File: config.mk
export PLATFORM = sky130hd
export DESIGN_NAME = seq_pattern_tx
export DESIGN_NICKNAME = d
export VERILOG_FILES = /design/src/rtl/seq_pkg.sv /design/src/rtl/seq_shift_reg.sv /design/src/rtl/seq_pattern_tx.sv
export SDC_FILE = /design/constraint.sdc
export NUM_CORES = 1
export LEC_CHECK = 0
export ABC_CLOCK_PERIOD_IN_PS = 1450
export BUFFER_PORTS_ARGS = -buffer_cell sky130_fd_sc_hd__clkbuf_2
export CAP_MARGIN = 20
export CORE_MARGIN = 4
export CORE_UTILIZATION = 24
export CTS_CLUSTER_DIAMETER = 80
export DETAILED_ROUTE_END_ITERATION = 16
export PLACE_DENSITY = 0.42
export SYNTH_ARGS = -nofsm -noshare
export SYNTH_HDL_FRONTEND = slang
export SYNTH_SLANG_ARGS = --single-unit
File: constraint.sdc
create_clock -name clk -period 1.45 [get_ports clk]
set_input_delay 0.0725 -clock clk [delete_from_list [all_inputs] [get_ports clk]]
set_output_delay 0.0725 -clock clk [all_outputs]
set_load 0.01 [all_outputs]
File: src/rtl/seq_pkg.sv
// Shared types, default parameters and helper functions for the serial pattern transmitter.
package seq_pkg;

  localparam int SEQ_WIDTH = 8;
  localparam int SEQ_CNT_W = 4;
  localparam int SEQ_GAP   = 1;

  typedef enum logic [1:0] {
    IDLE = 2'd0,
    SEND = 2'd1,
    GAP  = 2'd2,
    DONE = 2'd3
  } seq_tx_state_t;

  // A zero or oversized request length means "send the whole word".
  function automatic int seq_sat_len(input int len, input int width);
    if ((len == 0) || (len > width)) begin
      return width;
    end else begin
      return len;
    end
  endfunction

  function automatic logic seq_even_par(input logic [31:0] value);
    return ^value;
  endfunction

endpackage

File: src/rtl/seq_shift_reg.sv
// Loadable left-shift register with a bit-index down-counter; msb is the bit on the line.
module seq_shift_reg #(
  parameter int SW    = 8,
  parameter int IDX_W = 3
) (
  input  logic             clk,
  input  logic             reset,
  input  logic             load,
  input  logic             shift,
  input  logic [SW-1:0]    load_data,
  input  logic [IDX_W-1:0] load_cnt,
  output logic             msb,
  output logic             last
);

  logic [SW-1:0]    data_r;
  logic [IDX_W-1:0] cnt_r;

  // Shift state; shifting past the final bit leaves the register all zero.
  always_ff @(posedge clk or posedge reset) begin
    if (reset) begin
      data_r <= '0;
      cnt_r  <= '0;
    end else if (load) begin
      data_r <= load_data;
      cnt_r  <= load_cnt;
    end else if (shift) begin
      data_r <= {data_r[SW-2:0], 1'b0};
      cnt_r  <= (cnt_r != '0) ? (cnt_r - IDX_W'(1)) : cnt_r;
    end
  end

  assign msb  = data_r[SW-1];
  assign last = (cnt_r == '0);

endmodule

File: src/rtl/seq_pattern_tx.sv
// Serial pattern transmitter: MSB-first shift-out with optional repeats and zero gaps.
// Define SEQ_PATTERN_TX_PARITY_EN to append an even-parity bit to every copy.
module seq_pattern_tx
  import seq_pkg::*;
#(
  parameter int WIDTH = SEQ_WIDTH,
  parameter int CNT_W = SEQ_CNT_W,
  parameter int GAP   = SEQ_GAP
) (
  input  logic                  clk,
  input  logic                  reset,
  input  logic                  load_valid,
  output logic                  load_ready,
  input  logic [WIDTH-1:0]      load_pattern,
  input  logic [$clog2(WIDTH):0] load_len,
  input  logic [CNT_W-1:0]      load_rep,
  output logic                  ser_out,
  output logic                  ser_valid,
  output logic                  busy,
  output logic                  done
);

`ifdef SEQ_PATTERN_TX_PARITY_EN
  localparam int PAR = 1;
`else
  localparam int PAR = 0;
`endif
  localparam int SW    = WIDTH + PAR;
  localparam int IDX_W = $clog2(SW);
  localparam int GAP_W = (GAP > 1) ? $clog2(GAP) : 1;

  seq_tx_state_t    state_r, state_s;
  logic [CNT_W-1:0] rep_r, rep_s;
  logic [GAP_W-1:0] gap_r, gap_s;
  logic [SW-1:0]    pat_r, pat_s;
  logic [IDX_W-1:0] cnt_r, cnt_s;

  int               eff_len_s;
  int               copy_len_s;
  logic [WIDTH-1:0] masked_s;
  logic [SW-1:0]    base_s;
  logic [SW-1:0]    word_s;
  logic [IDX_W-1:0] word_cnt_s;

  logic             sh_load_s, sh_shift_s;
  logic [SW-1:0]    sh_data_s;
  logic [IDX_W-1:0] sh_cnt_s;
  logic             sh_msb_s, sh_last_s;

  logic             load_ready_r, ser_valid_r, busy_r, done_r;

  // Build the copy image left-aligned so its first bit sits at the register MSB.
  always_comb begin
    eff_len_s = seq_sat_len(32'(load_len), WIDTH);
    masked_s  = '0;
    for (int i = 0; i < WIDTH; i++) begin
      masked_s[i] = load_pattern[i] & (i < eff_len_s);
    end
`ifdef SEQ_PATTERN_TX_PARITY_EN
    base_s = {masked_s, seq_even_par(32'(masked_s))};
`else
    base_s = masked_s;
`endif
    copy_len_s = eff_len_s + PAR;
    word_s     = base_s << (SW - copy_len_s);
    word_cnt_s = IDX_W'(copy_len_s - 1);
  end

  // Next-state and datapath control.
  always_comb begin
    state_s    = state_r;
    rep_s      = rep_r;
    gap_s      = gap_r;
    pat_s      = pat_r;
    cnt_s      = cnt_r;
    sh_load_s  = 1'b0;
    sh_shift_s = 1'b0;
    sh_data_s  = pat_r;
    sh_cnt_s   = cnt_r;
    case (state_r)
      seq_pkg::IDLE: begin
        if (load_valid && load_ready_r) begin
          state_s   = seq_pkg::SEND;
          pat_s     = word_s;
          cnt_s     = word_cnt_s;
          rep_s     = load_rep;
          sh_load_s = 1'b1;
          sh_data_s = word_s;
          sh_cnt_s  = word_cnt_s;
        end else begin
          state_s = seq_pkg::IDLE;
        end
      end
      seq_pkg::SEND: begin
        if (!sh_last_s) begin
          sh_shift_s = 1'b1;
        end else if (rep_r != '0) begin
          if (GAP > 0) begin
            state_s    = seq_pkg::GAP;
            gap_s      = GAP_W'(GAP - 1);
            sh_shift_s = 1'b1;
          end else begin
            sh_load_s = 1'b1;
            rep_s     = rep_r - CNT_W'(1);
          end
        end else begin
          state_s    = seq_pkg::DONE;
          sh_shift_s = 1'b1;
        end
      end
      seq_pkg::GAP: begin
        if (gap_r == '0) begin
          state_s   = seq_pkg::SEND;
          sh_load_s = 1'b1;
          rep_s     = (rep_r != '0) ? (rep_r - CNT_W'(1)) : rep_r;
        end else begin
          gap_s = gap_r - GAP_W'(1);
        end
      end
      seq_pkg::DONE: begin
        state_s = seq_pkg::IDLE;
      end
      default: begin
        state_s = seq_pkg::IDLE;
      end
    endcase
  end

  // Control state and captured load context.
  always_ff @(posedge clk or posedge reset) begin
    if (reset) begin
      state_r <= seq_pkg::IDLE;
      rep_r   <= '0;
      gap_r   <= '0;
      pat_r   <= '0;
      cnt_r   <= '0;
    end else begin
      state_r <= state_s;
      rep_r   <= rep_s;
      gap_r   <= gap_s;
      pat_r   <= pat_s;
      cnt_r   <= cnt_s;
    end
  end

  // Status outputs registered from the next state so they align with ser_out.
  always_ff @(posedge clk or posedge reset) begin
    if (reset) begin
      load_ready_r <= 1'b1;
      ser_valid_r  <= 1'b0;
      busy_r       <= 1'b0;
      done_r       <= 1'b0;
    end else begin
      load_ready_r <= (state_s == seq_pkg::IDLE);
      ser_valid_r  <= (state_s == seq_pkg::SEND);
      busy_r       <= (state_s != seq_pkg::IDLE);
      done_r       <= (state_s == seq_pkg::DONE);
    end
  end

  seq_shift_reg #(
    .SW    (SW),
    .IDX_W (IDX_W)
  ) u_shift (
    .clk       (clk),
    .reset     (reset),
    .load      (sh_load_s),
    .shift     (sh_shift_s),
    .load_data (sh_data_s),
    .load_cnt  (sh_cnt_s),
    .msb       (sh_msb_s),
    .last      (sh_last_s)
  );

  assign load_ready = load_ready_r;
  assign ser_out    = sh_msb_s;
  assign ser_valid  = ser_valid_r;
  assign busy       = busy_r;
  assign done       = done_r;

endmodule

==> metrics.txt, run 1 <==
slew margin rel. 0.7221; root buffer cell clkbuf_8; Final Skew 0.01084 ns; PnR worst setup slack -0.1137 ns; clock-pin slew on the worst setup and hold paths 0.07 ns; syn_nets 239; routed wire length 5546 um; placeable core area 7727 um2; Core Rows 32; Yosys reg bits 32; first-pass GRT wire length 9432 um; non-filler instance count after layout 399; Post-synth EDFFs 0; final RePlAce weighted congestion 0.8227; endpoints failing setup 9; Leakage Power 1.371 nW; most frequent cells in the layout 47 x buf_4, 29 x dfrtp_1, 24 x nand2_1; fin crit period 1.564 ns; syn_area_per_cell 8.970 um2; # port buffers 23; Mapped Area 1911 um2; commonest non-fill, non-tap cell in the layout buf_4; post-synth cell types 59; vias per inst 4.719; Inst Count DP 380; Wirelength per Cell 13.90 um; crit end category register; initial DRC count 105; sequential share of the synthesized area 0.4198; fin crit share 1.078; crit path max fanout 6; Final Hold Violating Endpoints 0; measured slew at the worst slew-check pin 0.4169 ns; share of cells above drive strength 1 0.5286; P&R area growth vs syn 61.36%; clk buf depth 2; HP Class input pin to register; Main synth FF type dfrtp_1; Crit Path Class register to register; number of antenna-violating nets in the routed design 0; GRT Total Usage 0.1216; die area 9453 um2; largest net degree at the start of global routing 33; synthesized instance count 213; diodes inserted 0; Die X-Extent 97.23 um; dpl hpwl 4157 um; RSZ-0062 raised after global routing yes; H-tree Lvls 2; pwr dens 1651 nW/um2; Max Clk Rate 639.5 MHz; Initial Utilization 0.2472; TritonCTS Buffers 5; peak supply drop 0.0004583 V; overall power 5.089 mW; Vias 1,883; clock sink count 32; CTS tree yes; fin. max-slew vios 0; yosys warns 0; Fin Hold WS 0.07201 ns; drt first pass iters 5; io pins 24; total grt overflow 0; Arrival @ worst endpoint 1.73 ns; Die Span Y 97.23 um; vias in the first global route 1,983; Async S/R FF share, synth 1.000; initial antenna violation count 0; max-cap violations 0; residual DRC count 0; violated checks negative setup slack; critical path required time 1.62 ns; Layout Nets 322; status finished with violations; worst skew pair latency 0.29 ns; CP Launch Type register
sequential cells by signal, indices dropped and copies added (netlist names):
register	flops
busy	1
u_shift.cnt_r	3
cnt_r	3
rep_r	4
done	1
pat_r	8
state_r	2
u_shift.data_r	8
load_ready	1
ser_valid	1
worst max-delay path, stage by stage (launching register included):
cell and delay (ns):
dfstp_2 0.58, a21oi_2 0.09, a311o_1 0.40, buf_4 0.17
a211oi_2 0.15, a21oi_1 0.06
layer usage:
layer | vias up | part of all wire | global-route usage
met3 | 4 | 0.045 | 0.02441
met1 | 898 | 0.46 | 0.1568
li1 | 945 | - | -
met4 | 0 | 0.0087 | 0.04366
met2 | 36 | 0.49 | 0.2017
met5 | - | 0 | 0
cells by family after synthesis:
group,Yosys count,synth area share
and+or+nand+nor,83,0.2220
AOI/OAI and AO/OA,70,0.2620
DFF,32,0.4198
buffers and inverters,19,0.04060
adders and majority gates,7,0.04584
xor gates and xnor gates,1,0.004585
muxes,1,0.005239
where the power goes:
| group | switching, mW | total (mW) | internal [mW] |
|---|---|---|---|
| sequential | 0.231 | 1.54 | 1.31 |
| combinational | 1.38 | 2.81 | 1.43 |
| clock | 0.355 | 0.739 | 0.384 |
| total | 1.96 | 5.09 | 3.13 |
layout make-up:
type                            instances  area [um2]
Clock buffer                            6       82.58
Clock inverter                          2       15.01
Fill cell                             776        4644
Inverter                               10       40.04
Multi-Input combinational cell        162        1358
Sequential cell                        32       804.5
Tap cell                              102       127.6
Timing Repair Buffer                   85       655.6
path summary, 6_finish.rpt:
| path | start | end | slack, ns | depth (start not counted) |
|---|---|---|---|---|
| max | load_ready | rep_r[1] | -0.11 | 5 |
| max in group asynchronous | reset | load_ready | 0.72 | 4 |
| max reg2reg | load_ready | rep_r[1] | -0.11 | 5 |
| min in group asynchronous | reset | u_shift.cnt_r[1] | 0.39 | 4 |
| min reg2reg | pat_r[5] | pat_r[5] | 0.47 | 2 |
| min | load_rep[1] | rep_r[1] | 0.07 | 3 |
cells in the mapped netlist (all sizes together), types with 3 or more instances:
cell,number,area (um2)
nor3,4,20.02
ha,7,87.58
and2b,3,25.02
dfrtp,31,775.7
a222oi,3,30.03
clkbuf,6,22.52
buf,3,15.01
a21oi,10,50.05
nor2b,6,40.04
nand2,30,112.6
o21ai,24,123.9
inv,10,40.04
nand2b,5,31.28
a31oi,3,18.77
nor2,19,73.82
timing repair:
item | CTS | global route
setup endpoints to repair | 24 | 21
setup buffers | 8 | 3
cloned | 0 | 0
pin swaps | 15 | 17
hold buffers | 1 | 0
gates resized for setup | 37 | 58
endpoints found under the hold margin | 31 | 0
stage by stage:
stage	TNS (ns)	worst slack, ns	cell area, um2	util
6_report	-0.4139	-0.1137	3083	0.3990
5_1_grt	-1.394	-0.1898	3083	0.3990
4_1_cts	-0.6760	-0.1582	2835	0.3669
3_5_place_dp	-7.083	-0.5046	2524	0.3266
3_3_place_gp	-7.028	-0.5223	2524	0.3266
2_1_floorplan	-2.833	-0.2992	1949	-
No activity file was read; power rests on OpenSTA's default activity.
==> run 2: changes to the inputs <==
ABC_AREA = 1   (was unset)
==> metrics.txt, run 2 <==
status finished with violations; violated checks negative setup slack; # port buffers 23; RSZ-0062 raised after global routing yes; measured slew at the worst slew-check pin 0.4225 ns; Inst Count DP 398; crit end category register; slew margin rel. 0.7183; Main synth FF type dfrtp_1; count leader, synth nand2_1; drt first pass iters 4; Synth area leaders dfrtp_1 40%, nand2_1 13%, inv_1 6.1%; Initial Utilization 0.2479; dpl hpwl 3730 um; Mapped Area 1916 um2; Yosys reg bits 32; Final Hold Violating Endpoints 0; overall power 4.817 mW; H-tree Lvls 2; root buffer cell clkbuf_8; Async S/R FF share, synth 1.000; worst path buffer plus inverter count 4; Vias 1,782; Layout Nets 341; routed wire length 5005 um; pwr dens 1709 nW/um2; vias per inst 4.263; initial antenna violation count 0; Yosys top cell area share 0.4050; Die Span Y 97.34 um; Slowest-stage cell, CP ha_4; Die X-Extent 97.34 um; syn_nets 268; crit-path leading delay family simple AND/OR/NAND/NOR gates; post-synth cell types 39; Leakage Power 1.394 nW; peak supply drop 0.0009385 V; endpoints failing setup 10; P&R area growth vs syn 47.16%; synthesized instance count 242; cell taking the most area after synthesis dfrtp_1; most frequent cells in the layout 52 x nand2_1, 43 x buf_4, 31 x dfrtp_1; commonest non-fill, non-tap cell in the layout nand2_1; first-pass GRT wire length 8700 um; Final Skew 0.002651 ns; Core Rows 32; HP Class input pin to register; largest net degree at the start of global routing 33; yosys warns 0; TritonCTS Buffers 5; critical path required time 1.67 ns; clock sink count 32; Wirelength per Cell 11.97 um; total grt overflow 0; Synth top cells by count 66 x nand2_1, 31 x dfrtp_1, 31 x inv_1; syn_area_per_cell 7.916 um2; die area 9475 um2; diodes inserted 0; Max Clk Rate 626.4 MHz; fin. max-slew vios 0; R2R setup slack -0.06 ns; number of antenna-violating nets in the routed design 0; crit path max fanout 4; final RePlAce weighted congestion 0.8581; residual DRC count 0; Arrival @ worst endpoint 1.81 ns; clk buf depth 2; io pins 24; max-cap violations 0; initial DRC count 53; clock-pin slew on the worst setup and hold paths 0.06 ns; fin crit share 1.101; Post-synth EDFFs 0; vias in the first global route 1,838; share of cells above drive strength 1 0.4589; worst skew pair latency 0.28 ns; Place WS -0.4281 ns; placeable core area 7727 um2; Top Registers pat_r (8), u_shift.data_r (8), rep_r (4); Crit Path Class input pin to register; sequential share of the synthesized area 0.4187; CP Launch Type input pin; GRT Total Usage 0.1113; Slowest Stage Delay on Critical Path 0.29 ns; PnR worst setup slack -0.1463 ns; non-filler instance count after layout 418; CTS tree yes; fin crit period 1.596 ns; worst-path cell chain buf_8 > nor2_4 > nand2_2 > a211oi_4 > inv_2 > ha_4 > ha_4 > inv_4 > nor2_4 > buf_4 > nand3_2 > nand4_1 > nand2_1 > nand2_1
[run 2: cell count changes in the layout (fill, tap and decap cells not counted), sizes merged, moves of 6 or more]
cell	before	now
nand4	0	11
a21oi	10	1
o21ai	24	16
nand2	30	71
inv	10	37
nand3	1	28
buf	63	48
nor2b	6	0
[run 2: repair_timing]
item	4_1_cts	5_1_grt
hold endpoints to repair	31	0
hold buffers	1	0
pin swaps	16	24
setup endpoints to repair	13	21
buffers inserted	6	4
cloned	1	0
gates resized for setup	13	40
[run 2: kinds of logic (layout without fill, tap and decap cells)]
| logic type | Yosys count | in the layout | share of synthesized area |
|---|---|---|---|
| xor+xnor | 1 | 1 | 0.004573 |
| buf+inv | 43 | 116 | 0.09471 |
| simple gates | 127 | 128 | 0.3299 |
| compound gates | 32 | 32 | 0.1065 |
| fa+ha+maj | 7 | 7 | 0.04572 |
| flops | 32 | 32 | 0.4187 |
[run 2: final cells by class]
cell class / instances / area [um2]
fill: 788 / 4908
inverter: 38 / 152.6
clock buffer: 8 / 80.08
tap: 102 / 127.6
timing repair buffer: 70 / 510.5
sequential: 32 / 802.0
multi-input combinational: 168 / 1146
[run 2: layer usage]
layer / share of wire / routed length [um] / vias to the layer above / track usage
li1: - / - / 939 / -
met1: 0.49 / 2464 / 810 / 0.1518
met2: 0.46 / 2324 / 27 / 0.1768
met3: 0.031 / 153 / 6 / 0.02369
met4: 0.013 / 63 / 0 / 0.03408
met5: 0 / 0 / - / 0
[run 2: path summary, 6_finish.rpt]
check	endpoint	startpoint	cells after the start
max in group asynchronous	load_ready	reset	4
hold reg to reg	pat_r[5]	pat_r[5]	2
setup / recovery	u_shift.data_r[6]	load_len[2]	14
setup reg to reg	u_shift.data_r[6]	load_ready	8
hold / removal	rep_r[1]	load_rep[1]	3
min in group asynchronous	done	reset	4
[run 2: power breakdown]
part	internal (mW)	total (mW)	switching [mW]
Sequential	1.30	1.44	0.138
Clock	0.341	0.647	0.306
Combinational	1.23	2.73	1.51
[run 2: through the flow]
step           instance area [um2]  setup TNS, ns  hold slack (ns)  utilization
2_1_floorplan                 1986        -0.8896           0.1880            -
3_3_place_gp                  2469         -5.242           0.1746       0.3195
6_report                      2819        -0.7327          0.06916       0.3648
4_1_cts                       2658        -0.2949          0.06820       0.3439
5_1_grt                       2819         -1.990          0.07986       0.3648
3_5_place_dp                  2469         -5.711           0.1730       0.3195
[run 2: worst register-to-register path: stages, from the launching register on]
cell and delay (ns):
dfstp_2 0.55, nand3_4 0.13, buf_4 0.19, nor2_4 0.12, buf_4 0.13, nand3_2 0.09
nand4_1 0.11, nand2_1 0.07, nand2_1 0.07
==> run 3: changes to the inputs <==
SYNTH_HIERARCHICAL = 1   (was unset)
==> metrics.txt, run 3 <==
pwr dens 1743 nW/um2; post-synth cell types 27; fin. max-slew vios 0; clock sink count 32; Crit Path Class input pin to register; overall power 4.882 mW; Fin Hold WS 0.06281 ns; count leader, synth nand2_1; TritonCTS Buffers 5; yosys warns 6; clock-pin slew on the worst setup and hold paths 0.07 ns; Vias 1,874; Leakage Power 1.420 nW; status finished with violations; first-pass GRT wire length 8024 um; worst-path cell chain buf_8 > nor2_4 > nand2_2 > buf_6 > nor2_4 > o21ai_4 > ha_4 > ha_4 > inv_4 > nor2_4 > inv_4 > a21oi_2 > nand2_1 > nand3_2 > nand2_1 > nand3_1; Critical R2R Launch load_ready; HP Class input pin to register; number of antenna-violating nets in the routed design 0; Initial Utilization 0.2508; peak supply drop 0.001011 V; # port buffers 23; post-layout util 0.3552; CTS tree yes; GRT Total Usage 0.1007; P&R area growth vs syn 41.62%; Layout Nets 352; final RePlAce weighted congestion 0.8294; sequential share of the synthesized area 0.4054; most frequent cells in the layout 75 x nand2_1, 31 x dfrtp_1, 29 x buf_4; Synth top cells by count 85 x nand2_1, 35 x nand3_1, 31 x dfrtp_1; largest net degree at the start of global routing 18; diodes inserted 0; Max Clk Rate 659.3 MHz; Core Rows 32; vias in the first global route 1,794; worst path buffer plus inverter count 4; Slowest Stage Delay on Critical Path 0.29 ns; vias per inst 4.368; max-cap violations 0; Mapped Area 1978 um2; Final Hold Violating Endpoints 0; Yosys top cell area share 0.3922; io pins 24; Die X-Extent 98.79 um; Inst Count DP 404; residual DRC count 0; measured slew at the worst slew-check pin 0.4610 ns; initial DRC count 63; CP Launch Type input pin; PnR worst setup slack -0.06675 ns; Top Registers pat_r (8), u_shift/data_r (8), rep_r (4); syn_area_per_cell 7.521 um2; worst setup path startpoint load_len[1]; die area 9758 um2; fin crit period 1.517 ns; placeable core area 7888 um2; endpoints failing setup 7; violated checks negative setup slack; Async S/R FF share, synth 1.000; Final Skew 0.005317 ns; worst skew pair latency 0.28 ns; HP Start load_rep[1]; Slowest-stage cell, CP ha_4; Main synth FF type dfrtp_1; H-tree Lvls 2; non-filler instance count after layout 429; Wirelength per Cell 11.69 um; Die Span Y 98.79 um; fin crit share 1.046; Synth area leaders dfrtp_1 39%, nand2_1 16%, nand3_1 8.9%; drt first pass iters 4; RSZ-0062 raised after global routing yes; syn_nets 289; crit path max fanout 4; dpl hpwl 3613 um; most used cell, CP nor2_4; Arrival @ worst endpoint 1.73 ns; cell taking the most area after synthesis dfrtp_1; initial antenna violation count 0; setup_tns -0.2491 ns; crit end category register; clk buf depth 2; routed wire length 5013 um; critical path required time 1.67 ns; total grt overflow 0; Yosys reg bits 32; slew margin rel. 0.6923; synthesized instance count 263; share of cells above drive strength 1 0.4251; crit-path leading delay family simple AND/OR/NAND/NOR gates; Post-synth EDFFs 0; root buffer cell clkbuf_8; commonest non-fill, non-tap cell in the layout nand2_1
-- run 3: cell types whose count changed in the layout (fill, tap and decap cells not counted), moves of 4 or more --
cell / delta
nand2_1: +23
buf_4: -14
nand3_1: +9
buf_6: +4
nand2_2: -4
nand4_1: -4
nor2_1: +4
-- run 3: power breakdown --
| group | internal, mW | total [mW] | switching (mW) |
|---|---|---|---|
| sequential | 1.30 | 1.48 | 0.179 |
| clock | 0.387 | 0.708 | 0.321 |
| combinational | 1.12 | 2.69 | 1.58 |
-- run 3: final timing paths --
check                                         end  slack [ns]  cells after the start
worst max-delay path            u_shift/data_r[7]       -0.07                     16
worst min-delay path                     rep_r[1]        0.06                      3
worst max register to register  u_shift/data_r[7]        0.01                      7
worst min register to register  u_shift/data_r[0]        0.48                      2
max in group asynchronous              load_ready        0.71                      4
min in group asynchronous               ser_valid        0.22                      3
-- run 3: cell type report --
class,count,area [um2]
fill,829,5086
multi-input combinational,190,1206
sequential,32,802.0
timing repair buffer,59,420.4
inverter,38,155.1
tap,102,127.6
clock buffer,8,90.09
-- run 3: through the flow --
stage | cell area, um2 | setup slack, ns
5_1_grt | 2801 | -0.1503
3_3_place_gp | 2380 | -0.4206
2_1_floorplan | 2026 | -0.09118
6_report | 2801 | -0.06675
4_1_cts | 2604 | -0.04081
3_5_place_dp | 2380 | -0.4295
-- run 3: tightest hold or removal path, cell delays in order --
cell and delay, ns:
clkbuf_2 0.08, o211ai_1 0.08, o21ai_1 0.07
-- run 3: what timing repair did --
action / CTS / global route
pin swaps: 13 / 35
cloned: 1 / 2
hold buffers: 1 / 0
endpoints found under the hold margin: 31 / 0
setup endpoints to repair: 14 / 19
buffers inserted: 5 / 8
gates resized for setup: 20 / 35
-- run 3: metal layers --
metal	share of wire	GRT usage	up-vias
li1	-	-	972
met1	0.47	0.1310	863
met2	0.48	0.1617	28
met3	0.032	0.02972	11
met4	0.015	0.02941	0
met5	0	0	-
-- run 3: cell families (layout without fill, tap and decap cells) --
logic type | count (synthesis) | after routing | synth area share
simple gates | 156 | 159 | 0.3827
buf+inv | 44 | 105 | 0.09614
flops | 32 | 32 | 0.4054
compound gates | 24 | 24 | 0.07147
fa+ha+maj | 7 | 7 | 0.04427
